==> src/rtl/moore_seqdet.sv <==
// Moore detector for the serial pattern 1-0-1-0 (first bit first).
// The flag y is decoded from the registered state only, so it is never combinational on t.
module moore_seqdet #(
    parameter logic OVERLAP = 1'b1
) (
    input  logic clk,
    input  logic rst_n,
    input  logic t,
    output logic y
);

    // Each state is named by the useful prefix of the pattern it has seen.
    typedef enum logic [2:0] {
        S0 = 3'b000,  // idle, no useful prefix
        S1 = 3'b001,  // "1"
        S2 = 3'b010,  // "10"
        S3 = 3'b011,  // "101"
        S4 = 3'b100   // "1010" matched
    } state_e;

    // Kept as a plain vector so the unused codes 101/110/111 stay representable.
    logic [2:0] state_q;
    logic [2:0] state_d;

    always_ff @(posedge clk or negedge rst_n) begin
        if (!rst_n) begin
            state_q <= S0;
        end else begin
            state_q <= state_d;
        end
    end

    always_comb begin
        state_d = S0;
        // A t that is neither 0 nor 1 falls to the default and returns to idle.
        case (t)
            1'b1: begin
                case (state_q)
                    S0:      state_d = S1;
                    S1:      state_d = S1;
                    S2:      state_d = S3;
                    S3:      state_d = S1;
                    S4:      state_d = OVERLAP ? S3 : S1;
                    default: state_d = S0;
                endcase
            end
            1'b0: begin
                case (state_q)
                    S1:      state_d = S2;
                    S3:      state_d = S4;
                    default: state_d = S0;
                endcase
            end
            default: state_d = S0;
        endcase
    end

    assign y = (state_q == S4);

endmodule

==> config.mk <==
export PLATFORM = sky130hd
export DESIGN_NAME = moore_seqdet
export DESIGN_NICKNAME = d
export VERILOG_FILES = /design/src/rtl/moore_seqdet.sv
export SDC_FILE = /design/constraint.sdc
export NUM_CORES = 1
export LEC_CHECK = 0
export BUFFER_PORTS_ARGS = -buffer_cell sky130_fd_sc_hd__buf_2
export CORE_AREA = 2 2 39 41
export DETAILED_ROUTE_END_ITERATION = 12
export DIE_AREA = 0 0 41 43
export PLACE_DENSITY = 0.3
export SYNTH_ARGS = -nofsm -noshare
export SYNTH_HDL_FRONTEND = slang
export SYNTH_SLANG_ARGS = --single-unit
==> constraint.sdc <==
create_clock -name clk -period 1.05 [get_ports clk]
set_clock_uncertainty 0.1 [all_clocks]
set_input_delay 0 -clock clk [delete_from_list [all_inputs] [get_ports clk]]
set_output_delay 0 -clock clk [all_outputs]
set_load 0.02 [all_outputs]
==> flow_metrics.py <==
metrics = {
    "route": {
        "drt-pass1-iter-count": 1,
        "drt_iter0_markers": 0,
        "drcViolationCount": 0,
        "route.vias.total": 147,
        "avgViaCountPerCell": 3.59,
        "wl_um": 365,
        "antenna_left": 0,
        "wl_per_cell_um": 8.90,
    },
    "power_and_ir_drop": {
        "p_sw_uw": 94.7,
        "intPower_uw": 309,
        "p_per_area_nw_per_um2": 1460,
        "p_sw_frac": 0.234,
        "pwr-share-seq": 0.329,
        "cellLeakagePower_uw": 0.000125,
        "p_clk_frac": 0.516,
        "ir_drop_v": 0.000234,
        "power_frac_comb": 0.155,
    },
    "placement": {
        "place.gp.congestion": 0.584,
        "place_ws_ns": -0.0878,
        "place_inst": 32,
        "io_buffers": 3,
    },
    "setup_path": {
        "timing.rr.start": "state_q[1]$_DFF_PN0_",
        "start_kind": "flop",
        "crit_arrival_ns": 1.23,
        "path_class": "flop to flop",
        "end_kind": "flop",
        "r2r_cells": 3,
        "required_ns": 1.06,
        "startpoint": "state_q[1]$_DFF_PN0_",
        "cp_max_fo": 4,
        "r2r_slack_ns": -0.18,
        "r2r_end": "state_q[1]$_DFF_PN0_",
    },
    "finish": {
        "regMostFlops": "state_q",
        "largestRegisters": "state_q (3)",
        "layout.nets": 29,
        "syn2layout_area_growth_pct": 96.5,
        "drive_above_1_share": 0.440,
        "antennaDiodeCount": 0,
        "fin_cells": 41,
        "largest_reg_flops": 3,
    },
    "clock_network": {
        "htree_num_levels": 1,
        "cts_buffer_depth": 2,
        "cts-root-buf": "clkbuf_4",
        "clk_pin_slew_ns": 0.04,
        "insertion_delay_ns": 0.23,
        "cts_buffers": 3,
        "cts_tree": "yes",
        "clock-sinks": 3,
    },
    "global_route": {
        "overflow": 0,
        "grt_max_degree": 7,
        "antenna_found_initial": 0,
        "grt_pass1_vias": 171,
        "grt_pass1_wl_um": 683,
        "track_usage": 0.0612,
    },
    "hold_path": {
        "hold_end": "state_q[2]$_DFF_PN0_",
        "holdCritStartpoint": "t",
        "min_path_cells": 2,
        "min_path_type": "input pin to flop",
    },
    "flow_run": {
        "cap_violations": 0,
    },
    "synth": {
        "synth-seq-cells": 3,
        "syn_area_um2": 141,
        "syn_inst": 11,
        "syn_nets": 14,
        "seq_area_frac_synth": 0.531,
        "ys_warn_count": 0,
        "synth_cell_types": 8,
        "avgSynthCellArea_um2": 12.9,
    },
    "run_status": {
        "status": "finished with violations",
        "violations": "negative setup slack",
    },
    "floorplan": {
        "start_util": 0.102,
        "ios": 4,
        "core-area_um2": 1380,
        "die-area_um2": 1760,
        "die_h_um": 43,
        "die_x_um": 41,
        "rows": 14,
    },
    "sta": {
        "rsz0062_at_grt": "yes",
        "slew_headroom": 0.823,
        "final.setup.tns_ns": -0.313,
        "hold_viol_final": 0,
        "worst_slew_pin_slew_ns": 0.261,
        "fin_crit_sh": 1.17,
        "setup_viol": 2,
        "slew_violations": 0,
        "worst_slack_ns": -0.178,
        "max_freq_mhz": 814,
        "fin_crit_ns": 1.23,
    },
}
==> synthesized netlist by cell type <==
cell type | n | area (µm²)
and4bb_1 | 1 | 12.5
and2_1 | 1 | 6.26
o21ai_1 | 1 | 5.00
nor4b_1 | 1 | 8.76
nor4bb_1 | 2 | 20.0
dfrtp_1 | 3 | 75.1
nor3b_1 | 1 | 7.51
or3_1 | 1 | 6.26
==> layout by cell type (no fill, tap or decap) <==
cell type | netlist | routed
and2_1 | 1 | 1
and4bb_1 | 1 | 1
buf_2 | 0 | 2
buf_4 | 0 | 3
buf_6 | 0 | 2
clkbuf_1 | 0 | 1
clkbuf_4 | 0 | 3
dfrtp_1 | 3 | 3
dlygate4sd3_1 | 0 | 3
nor3b_2 | 0 | 1
nor4b_1 | 1 | 1
nor4bb_1 | 2 | 2
o21ai_1 | 1 | 1
or3_1 | 1 | 1
==> stage by stage <==
stage                     hold WS [ns]   util  cell area, µm²  power (µW)
final                           0.0260  0.201             278         404
after CTS                       0.0169  0.201             278         417
after global routing            0.0414  0.201             278         434
after floorplan                 -0.396      -             141         149
after global placement          -0.306  0.138             191         169
after detailed placement        -0.301  0.138             191         170
==> how the worst max path moves through the flow <==
stage                                 to  slack [ns]
finish              state_q[1]$_DFF_PN0_       -0.18
global route        state_q[1]$_DFF_PN0_       -0.22
CTS                 state_q[1]$_DFF_PN0_       -0.16
floorplan           state_q[1]$_DFF_PN0_       -0.05
detailed placement  state_q[1]$_DFF_PN0_       -0.09
global placement    state_q[1]$_DFF_PN0_       -0.08
==> cell type report <==
cell class,count,area (µm²)
clock buffers,4,26.3
multi-input cells,8,71.3
flip-flops and latches,3,75.1
well taps,16,20.0
fillers,161,1110
repair buffers,10,85.1
==> routing by layer <==
metal / track usage / wire length (µm) / part of all wire / up-vias
li1: - / - / - / 71
met1: 0.0707 / 167 / 0.46 / 72
met2: 0.0844 / 175 / 0.48 / 4
met3: 0 / 22 / 0.060 / 0
met4: 0.0800 / 0 / 0 / 0
met5: 0 / 0 / 0 / -
==> critical path, cell delays in order, from the launching register on <==
cell      delay (ns)
dfrtp_1         0.40
buf_6           0.13
nor4bb_1        0.11
or3_1           0.37
==> logic make-up after synthesis <==
group / Yosys count / share of synthesized area
simple gates: 7 / 0.434
compound gates: 1 / 0.0354
flops: 3 / 0.531
==> power by group through the flow <==
stage / Sequential (µW) / Clock (µW) / Combinational (µW)
2_1_floorplan: 134 / 0 / 14.3
3_3_place_gp: 136 / 0 / 33.1
3_5_place_dp: 136 / 0 / 34.7
4_1_cts: 132 / 223 / 62.2
5_1_grt: 134 / 231 / 69.4
6_report: 133 / 209 / 62.5
==> what timing repair did <==
| item | CTS | global route |
|---|---|---|
| buffers inserted | 2 | 0 |
| resized for setup | 4 | 0 |
| hold endpoints to repair | 4 | 0 |
| hold buffers | 3 | 0 |
| setup endpoints to repair | 2 | 2 |
| pin swaps | 1 | 0 |
Power figures use the tool's default switching activity.
